--- src/rtl/cacheline_adaptor_if.sv ---
// Bus bundle between the line arbiter, the cacheline adaptor and the 64-bit memory port.
// The slave modport is the adaptor's view; master is the environment (arbiter + memory).
interface cacheline_adaptor_if #(
  parameter int LINE_W  = 256,
  parameter int BURST_W = 64
);
  logic [LINE_W-1:0]  line_i;
  logic [LINE_W-1:0]  line_o;
  logic [31:0]        address_i;
  logic               read_i;
  logic               write_i;
  logic               resp_o;
  logic [BURST_W-1:0] burst_i;
  logic [BURST_W-1:0] burst_o;
  logic [31:0]        address_o;
  logic               read_o;
  logic               write_o;
  logic               resp_i;
  logic [31:0]        perf_rd_cnt_o;
  logic [31:0]        perf_wr_cnt_o;

  modport slave (
    input  line_i, address_i, read_i, write_i, burst_i, resp_i,
    output line_o, resp_o, burst_o, address_o, read_o, write_o,
           perf_rd_cnt_o, perf_wr_cnt_o
  );

  modport master (
    output line_i, address_i, read_i, write_i, burst_i, resp_i,
    input  line_o, resp_o, burst_o, address_o, read_o, write_o,
           perf_rd_cnt_o, perf_wr_cnt_o
  );
endinterface

--- src/rtl/cacheline_adaptor.sv ---
// Splits 256-bit line reads/writes into 4 x 64-bit memory beats; resp_o pulses one cycle after the 4th beat.
// Define ADAPTOR_PERF_CNT_EN to build the completed-read/write burst counters (otherwise tied to 0).
module cacheline_adaptor #(
  parameter int LINE_W  = 256,
  parameter int BURST_W = 64
) (
  input logic                 clk,
  input logic                 rst_n,
  cacheline_adaptor_if.slave  io_bus
);
  localparam int BEATS = LINE_W / BURST_W;
  localparam int OFF_W = $clog2(LINE_W / 8);
  localparam int CNT_W = $clog2(BEATS);

  typedef enum logic [1:0] {IDLE, READ, WRITE, DONE} state_t;

  state_t            r_state;
  logic [CNT_W-1:0]  r_cnt;
  logic [LINE_W-1:0] r_buf;
  logic [31:0]       r_addr;
  logic              r_read;
  logic              r_write;
  logic              r_resp;
  logic              w_last;
  logic              w_unused;

  assign w_last   = io_bus.resp_i && (r_cnt == CNT_W'(BEATS - 1));
  assign w_unused = ^io_bus.address_i[OFF_W-1:0];

  always_ff @(posedge clk or negedge rst_n) begin
    if (!rst_n) begin
      r_state <= IDLE;
      r_cnt   <= '0;
      r_buf   <= '0;
      r_addr  <= '0;
      r_read  <= 1'b0;
      r_write <= 1'b0;
      r_resp  <= 1'b0;
    end else begin
      case (r_state)
        IDLE: begin
          // Read has priority when both requests are raised together.
          if (io_bus.read_i) begin
            r_addr  <= {io_bus.address_i[31:OFF_W], {OFF_W{1'b0}}};
            r_cnt   <= '0;
            r_read  <= 1'b1;
            r_state <= READ;
          end else if (io_bus.write_i) begin
            r_addr  <= {io_bus.address_i[31:OFF_W], {OFF_W{1'b0}}};
            r_buf   <= io_bus.line_i;
            r_cnt   <= '0;
            r_write <= 1'b1;
            r_state <= WRITE;
          end
        end
        READ: begin
          if (io_bus.resp_i) begin
            r_buf[r_cnt*BURST_W +: BURST_W] <= io_bus.burst_i;
            r_cnt <= r_cnt + CNT_W'(1);
            if (w_last) begin
              r_read  <= 1'b0;
              r_resp  <= 1'b1;
              r_state <= DONE;
            end
          end
        end
        WRITE: begin
          if (io_bus.resp_i) begin
            r_cnt <= r_cnt + CNT_W'(1);
            if (w_last) begin
              r_write <= 1'b0;
              r_resp  <= 1'b1;
              r_state <= DONE;
            end
          end
        end
        DONE: begin
          r_resp  <= 1'b0;
          r_state <= IDLE;
        end
        default: r_state <= IDLE;
      endcase
    end
  end

  assign io_bus.line_o    = r_buf;
  assign io_bus.burst_o   = r_buf[r_cnt*BURST_W +: BURST_W];
  assign io_bus.address_o = r_addr;
  assign io_bus.read_o    = r_read;
  assign io_bus.write_o   = r_write;
  assign io_bus.resp_o    = r_resp;

`ifdef ADAPTOR_PERF_CNT_EN
  logic [31:0] r_perf_rd;
  logic [31:0] r_perf_wr;

  always_ff @(posedge clk or negedge rst_n) begin
    if (!rst_n) begin
      r_perf_rd <= '0;
      r_perf_wr <= '0;
    end else begin
      if (r_state == READ && w_last) r_perf_rd <= r_perf_rd + 32'd1;
      if (r_state == WRITE && w_last) r_perf_wr <= r_perf_wr + 32'd1;
    end
  end

  assign io_bus.perf_rd_cnt_o = r_perf_rd;
  assign io_bus.perf_wr_cnt_o = r_perf_wr;
`else
  assign io_bus.perf_rd_cnt_o = 32'b0;
  assign io_bus.perf_wr_cnt_o = 32'b0;
`endif
endmodule

--- src/flat_wrapper.sv ---
// flat-port wrapper written by rule: the top's interface ports become plain ports
module cacheline_adaptor_flat 
#(
  parameter int LINE_W  = 256,
  parameter int BURST_W = 64
)
  (clk, rst_n, io_bus_line_i, io_bus_address_i, io_bus_read_i, io_bus_write_i, io_bus_burst_i, io_bus_resp_i, io_bus_line_o, io_bus_resp_o, io_bus_burst_o, io_bus_address_o, io_bus_read_o, io_bus_write_o, io_bus_perf_rd_cnt_o, io_bus_perf_wr_cnt_o);
  cacheline_adaptor_if #(.LINE_W(LINE_W), .BURST_W(BURST_W)) io_bus_i ();
  input logic clk;
  input logic rst_n;
  input wire logic [$bits(io_bus_i.line_i)-1:0] io_bus_line_i;
  input wire logic [$bits(io_bus_i.address_i)-1:0] io_bus_address_i;
  input wire logic [$bits(io_bus_i.read_i)-1:0] io_bus_read_i;
  input wire logic [$bits(io_bus_i.write_i)-1:0] io_bus_write_i;
  input wire logic [$bits(io_bus_i.burst_i)-1:0] io_bus_burst_i;
  input wire logic [$bits(io_bus_i.resp_i)-1:0] io_bus_resp_i;
  output wire logic [$bits(io_bus_i.line_o)-1:0] io_bus_line_o;
  output wire logic [$bits(io_bus_i.resp_o)-1:0] io_bus_resp_o;
  output wire logic [$bits(io_bus_i.burst_o)-1:0] io_bus_burst_o;
  output wire logic [$bits(io_bus_i.address_o)-1:0] io_bus_address_o;
  output wire logic [$bits(io_bus_i.read_o)-1:0] io_bus_read_o;
  output wire logic [$bits(io_bus_i.write_o)-1:0] io_bus_write_o;
  output wire logic [$bits(io_bus_i.perf_rd_cnt_o)-1:0] io_bus_perf_rd_cnt_o;
  output wire logic [$bits(io_bus_i.perf_wr_cnt_o)-1:0] io_bus_perf_wr_cnt_o;
  assign io_bus_i.line_i = io_bus_line_i;
  assign io_bus_i.address_i = io_bus_address_i;
  assign io_bus_i.read_i = io_bus_read_i;
  assign io_bus_i.write_i = io_bus_write_i;
  assign io_bus_i.burst_i = io_bus_burst_i;
  assign io_bus_i.resp_i = io_bus_resp_i;
  assign io_bus_line_o = io_bus_i.line_o;
  assign io_bus_resp_o = io_bus_i.resp_o;
  assign io_bus_burst_o = io_bus_i.burst_o;
  assign io_bus_address_o = io_bus_i.address_o;
  assign io_bus_read_o = io_bus_i.read_o;
  assign io_bus_write_o = io_bus_i.write_o;
  assign io_bus_perf_rd_cnt_o = io_bus_i.perf_rd_cnt_o;
  assign io_bus_perf_wr_cnt_o = io_bus_i.perf_wr_cnt_o;
  cacheline_adaptor #(.LINE_W(LINE_W), .BURST_W(BURST_W)) u_core (.clk(clk), .rst_n(rst_n), .io_bus(io_bus_i));
endmodule
--- config.mk ---
export PLATFORM = sky130hd
export DESIGN_NAME = cacheline_adaptor_flat
export DESIGN_NICKNAME = d
export VERILOG_FILES = /design/src/rtl/cacheline_adaptor_if.sv /design/src/rtl/cacheline_adaptor.sv /design/src/flat_wrapper.sv
export SDC_FILE = /design/constraint.sdc
export NUM_CORES = 1
export LEC_CHECK = 0
export CORE_AREA = 2 2 303 305
export DETAILED_ROUTE_END_ITERATION = 10
export DIE_AREA = 0 0 305 307
export HOLD_SLACK_MARGIN = 0.15
export MAX_ROUTING_LAYER = met4
export SYNTH_ARGS = -nofsm -noshare
export SYNTH_HDL_FRONTEND = slang
export SYNTH_SLANG_ARGS = --single-unit
--- constraint.sdc ---
create_clock -name clk -period 7.2 [get_ports clk]
set_input_delay 2.16 -clock clk [delete_from_list [all_inputs] [get_ports clk]]
set_output_delay 2.16 -clock clk [all_outputs]
set_load 0.03 [all_outputs]
# Yosys cells after proc, flatten, opt, wreduce, memory -nomap -nowiden
# Index checks and enable logic that the tools add are counted.
totals:
  reg_bits: 295
  out_inout_bits: 419
  input_bits: 357
classes:
  eq_ne: 14
  mux: 26
  add_sub_neg: 2
  n_shift: 3
  n_reduce_logical: 15
op_table:
  columns: ["cell", "n"]
  rows:
  - ["$mux 256", 3]
  - ["$pmux 256 s2", 1]
  - ["$bwmux 256", 1]
  - ["$shift 64x34->256 const A", 1]
  - ["$shiftx 256x9->64", 1]
  - ["$shiftx 64x34->256", 1]
  - ["$mux 32", 2]
  - ["$neg 8->34", 1]
  - ["$mux 2", 7]
  - ["$ne 2x2->1 const B", 5]
  - ["$reduce_bool 2->1", 5]
  - ["$reduce_and 3->1", 3]
  - ["$ne 2x1->1 const B", 4]
  - ["$reduce_and 4->1", 2]
  - ["$mux 1", 7]
  - ["$eq 2x2->1 const B", 3]
  - ["$pmux 1 s2", 3]
  - ["$pmux 2 s3", 1]
  - ["$reduce_and 5->1", 1]
  - ["$pmux 2 s2", 1]
  - ["$ne 3x3->1 const B", 1]
  - ["$add 2x1->2 const B", 1]
  - ["$eq 2x1->1 const B", 1]
  - ["$logic_not 2->1", 1]
  - ["other kinds (3)", 3]

# Longest topological paths before layout
depth:
  depth_word: 5
  depth_mapped: 10
  depth_no_buf: 5

# Worst setup path after synthesis
# Ideal clock, no wire load.
synth_timing:
  path_kind: "flip-flop to output port"
  startpoint: "register u_core.r_cnt[0]"
  endpoint: "output port io_bus_burst_o[31]"
  arrival_ns: 1.785
  path_buffers: 3
  slack_ns: 3.255
  path_stages_with_launch: 5
  required_time_ns: 5.040
  cell_sequence: "dfrtp_1 buf_2 clkbuf_1 buf_2 mux4_2"
synth_via:
  elab_chain_cells: 1
synth_rtl:
  columns: ["element", "line_no", "text"]
  rows:
  - ["from (decl)", "cacheline_adaptor.sv:18", "logic [CNT_W-1:0] r_cnt;"]
  - ["from (signal assigned)", "cacheline_adaptor.sv:59", "r_cnt <= r_cnt + CNT_W'(1);"]
  - ["from (signal assigned)", "cacheline_adaptor.sv:69", "r_cnt <= r_cnt + CNT_W'(1);"]
  - ["$shiftx 256x9->64", "cacheline_adaptor.sv:87", "assign io_bus.burst_o = r_buf[r_cnt*BURST_W +: BURST_W];"]
  - ["to (decl)", "flat_wrapper.sv:19", "output wire logic [$bits(io_bus_i.burst_o)-1:0] io_bus_burst_o;"]
# No other way between the ends.

# Worst setup path in the final report
layout_timing:
  startpoint: "register u_core.r_cnt[1]"
  endpoint: "output port io_bus_burst_o[6]"
# Same word-level chain as after synthesis.

==> flow_summary.toml <==
[clocking]
h-tree-depth = 2
post_cts_resized = 0
post_cts_buffers = 0
numCtsBuffers = 38
cts_tree = "done"
hold_buffers = 0
cts.path.max_buffers = 3
clk_pin_slew_worst_paths_ns = 0.06
worstSkewPairLatency_ns = 0.56
clock-root-buffer = "clkbuf_16"
cts_sinks = 290

[placed_design]
gp_congestion = 0.874
dp.final_hpwl_mm = 55.4
port_buffers = 701
place_inst = 3067

[logic_synthesis]
yosysSeqAreaShare_pct = 42.6
netlist_instances = 1304
yosysWarnings = 0
netlist_area_um2 = 17000
yosys_register_bits = 290
ys_types = 36
avgSynthCellArea_um2 = 13.1

[finish]
nets = 2288
area_delta_synth_final_pct = 53.9
instances_no_fill = 3138
post-route-util_pct = 28.9
seqCellArea_um2 = 7260
nFillCells = 9226
drive_above_1_share_pct = 22.1
multiInputGateArea_um2 = 8890

[hold_path]
min_path_type = "reg2reg"
worstHoldStart = "u_core.io_bus.address_o[21]$_DFFE_PN0P_"
whs_endpoint = "u_core.io_bus.address_o[21]$_DFFE_PN0P_"
holdPathStages = 1

[critical_path]
reg2reg_to = "u_core.io_bus.line_o[146]$_DFFE_PN0P_"
r2r-start = "u_core.r_cnt[1]$_DFFE_PN0P_"
critPathMaxFanout = 46
cp_top_family = "buffers and inverters"
crit_buf_inv = 2
required_ns = 5.04
rrSetupSlack_ns = 3.22
start_kind = "flop"
critPathCaptureType = "primary output"
slowest_delay_ns = 1.03
r2r_cells = 6
arrival_ns = 3.28
worstPathCellList = "buf_4 > mux4_2 > clkdlybuf4s50_1"
cpMaxStageDelayCell = "dfrtp_4"
path_class = "reg2out"

[sta]
rsz0062_at_grt = "no"
drv_slew = 0
relSlewSlack_pct = 26.1
setup_viol = 0
report.final.hold_viol_count = 0
tightestPinTransition_ns = 1.11
fin_worst_skew_ns = 0.0205
holdWs_ns = 0.502
fmaxAchievable_mhz = 184
period_minus_slack_ns = 5.44
period_share_pct = 75.5
setup-tns-final_ns = 0

[global_route]
overflow = 0
antenna_found_initial = 6
grt_max_degree = 140
grt_pass1_wl_mm = 115
grt_use_total_pct = 17.0
grt_pass1_vias = 16300

[power]
leakage_nw = 10.2
power_density_nw_per_um2 = 574
p_total_mw = 15.1
ir_drop_uv = 501

[outcome]
status = "finished, final reports clean"

[drt]
drc_errors = 0
vias = 15000
drtAntennaViolNets = 0
first_pass_iters = 5
vias_per_cell = 4.79
wl_per_cell_um = 25.6
drt_iter0_drc = 1021
routed_wl_mm = 80.5

[floorplanning]
start_util_pct = 18.8
die_y_um = 307
die_area_um2 = 93600
io_pins = 776
num_rows = 111
die_w_um = 305
coreArea_um2 = 90700

[flow_run]
maxCapViolCount = 0
==> Yosys cell counts, drive strengths merged <==
cell,n,share of area [%]
dfrtp,290,43
mux2,284,19
a32o,135,7.9
buf,117,4.7
clkbuf,104,2.3
mux4,64,8.5
nand4b,64,3.3
o2bb2ai,64,3.3
nor2b,60,2.2
a41o,57,3.4
ha,10,0.73
and2,8,0.29
inv,7,0.15
nand3,7,0.21
a211oi,5,0.51
a21boi,5,0.22
nand2b,4,0.15
o21ai,3,0.088
a21oi,2,0.059
a22o,2,0.10
nand2,2,0.044
a211o,1,0.051
a21o,1,0.044
a222oi,1,0.059
and3b,1,0.051
conb,1,0.022
mux2i,1,0.059
nor2,1,0.037
o211ai,1,0.044
o311ai,1,0.051
o31ai,1,0.044
==> flip-flops by register name (all words and copies together) (netlist names) <==
register,count
u_core.io_bus.address_o,27
u_core.io_bus.line_o,256
u_core.io_bus.resp_o,1
u_core.io_bus.write_o,1
u_core.r_cnt,2
u_core.r_state,2
u_core.io_bus.read_o,1
==> power breakdown <==
group	leakage, nW	internal (mW)	switching (mW)	total [mW]
sequential	3.54	2.48	0.826	3.30
clock	0.607	1.12	0.786	1.91
combinational	6.01	4.30	5.55	9.84
total	10.2	7.90	7.16	15.1
==> worst max path at each step <==
stage                                      from                                     to  slack [ns]  cells past startpoint
detailed placement                io_bus_read_i   u_core.io_bus.line_o[66]$_DFFE_PN0P_        2.23                      5
floorplan           u_core.r_cnt[0]$_DFFE_PN0P_                     io_bus_burst_o[31]        3.25                      4
finish              u_core.r_cnt[1]$_DFFE_PN0P_                      io_bus_burst_o[6]        1.76                      3
global route        u_core.r_cnt[1]$_DFFE_PN0P_                      io_bus_burst_o[6]        1.71                      3
global placement                  io_bus_read_i  u_core.io_bus.line_o[124]$_DFFE_PN0P_        2.31                      5
CTS                 u_core.r_cnt[1]$_DFFE_PN0P_                      io_bus_burst_o[6]        1.70                      3
==> stage by stage <==
stage / instance area (um^2) / setup WS (ns)
6_report: 26200 / 1.76
5_1_grt: 26200 / 1.71
4_1_cts: 26200 / 1.70
3_5_place_dp: 25000 / 2.23
2_1_floorplan: 17300 / 3.25
3_3_place_gp: 25000 / 2.31
==> per-layer routing <==
| layer | up-vias | GRT usage [%] | part of all wire [%] |
|---|---|---|---|
| li1 | 6295 | - | - |
| met1 | 7716 | 18.4 | 37 |
| met2 | 866 | 29.6 | 51 |
| met3 | 153 | 4.19 | 7.5 |
| met4 | 0 | 7.17 | 4.0 |
| met5 | - | - | 0 |
==> placed cells by master (no fill, tap or decap), types with 7 or more instances in the layout <==
master,instances
mux4_2,64
a32o_1,135
clkbuf_8,9
and2_1,7
mux2_2,260
nand4b_1,64
buf_4,24
dfrtp_1,288
a41o_1,57
conb_1,69
mux2_1,24
clkbuf_16,39
nor2b_1,57
nand3_1,7
clkbuf_1,9
clkdlybuf4s50_1,700
o2bb2ai_1,64
==> worst reg2reg max path: cells and delay by family, from the launching register on <==
| family | cells | cell delay (ns) |
|---|---|---|
| flops | 1 | 1.03 |
| buf+inv | 2 | 1.19 |
| simple gates | 1 | 0.76 |
| mux | 1 | 0.16 |
| compound gates | 1 | 0.41 |
| fa+ha+maj | 1 | 0.35 |
==> kinds of logic after synthesis <==
logic type      after synthesis  share of synthesized area [%]
mux                         349                           27.3
flops                       290                           42.6
compound gates              279                           15.9
buf+inv                     228                           7.20
simple gates                147                           6.27
fa+ha+maj                    10                          0.735
other cells                   1                         0.0220
==> layout make-up <==
class / instances / area share [%]
multi-input cells: 854 / 33.9
repair buffers: 730 / 27.9
flip-flops and latches: 290 / 27.7
well taps: 1186 / 5.66
clock buffers: 57 / 4.32
clock inverters: 10 / 0.382
inverters: 7 / 0.119
diodes: 4 / 0.0382
Power figures use the tool's default switching activity.
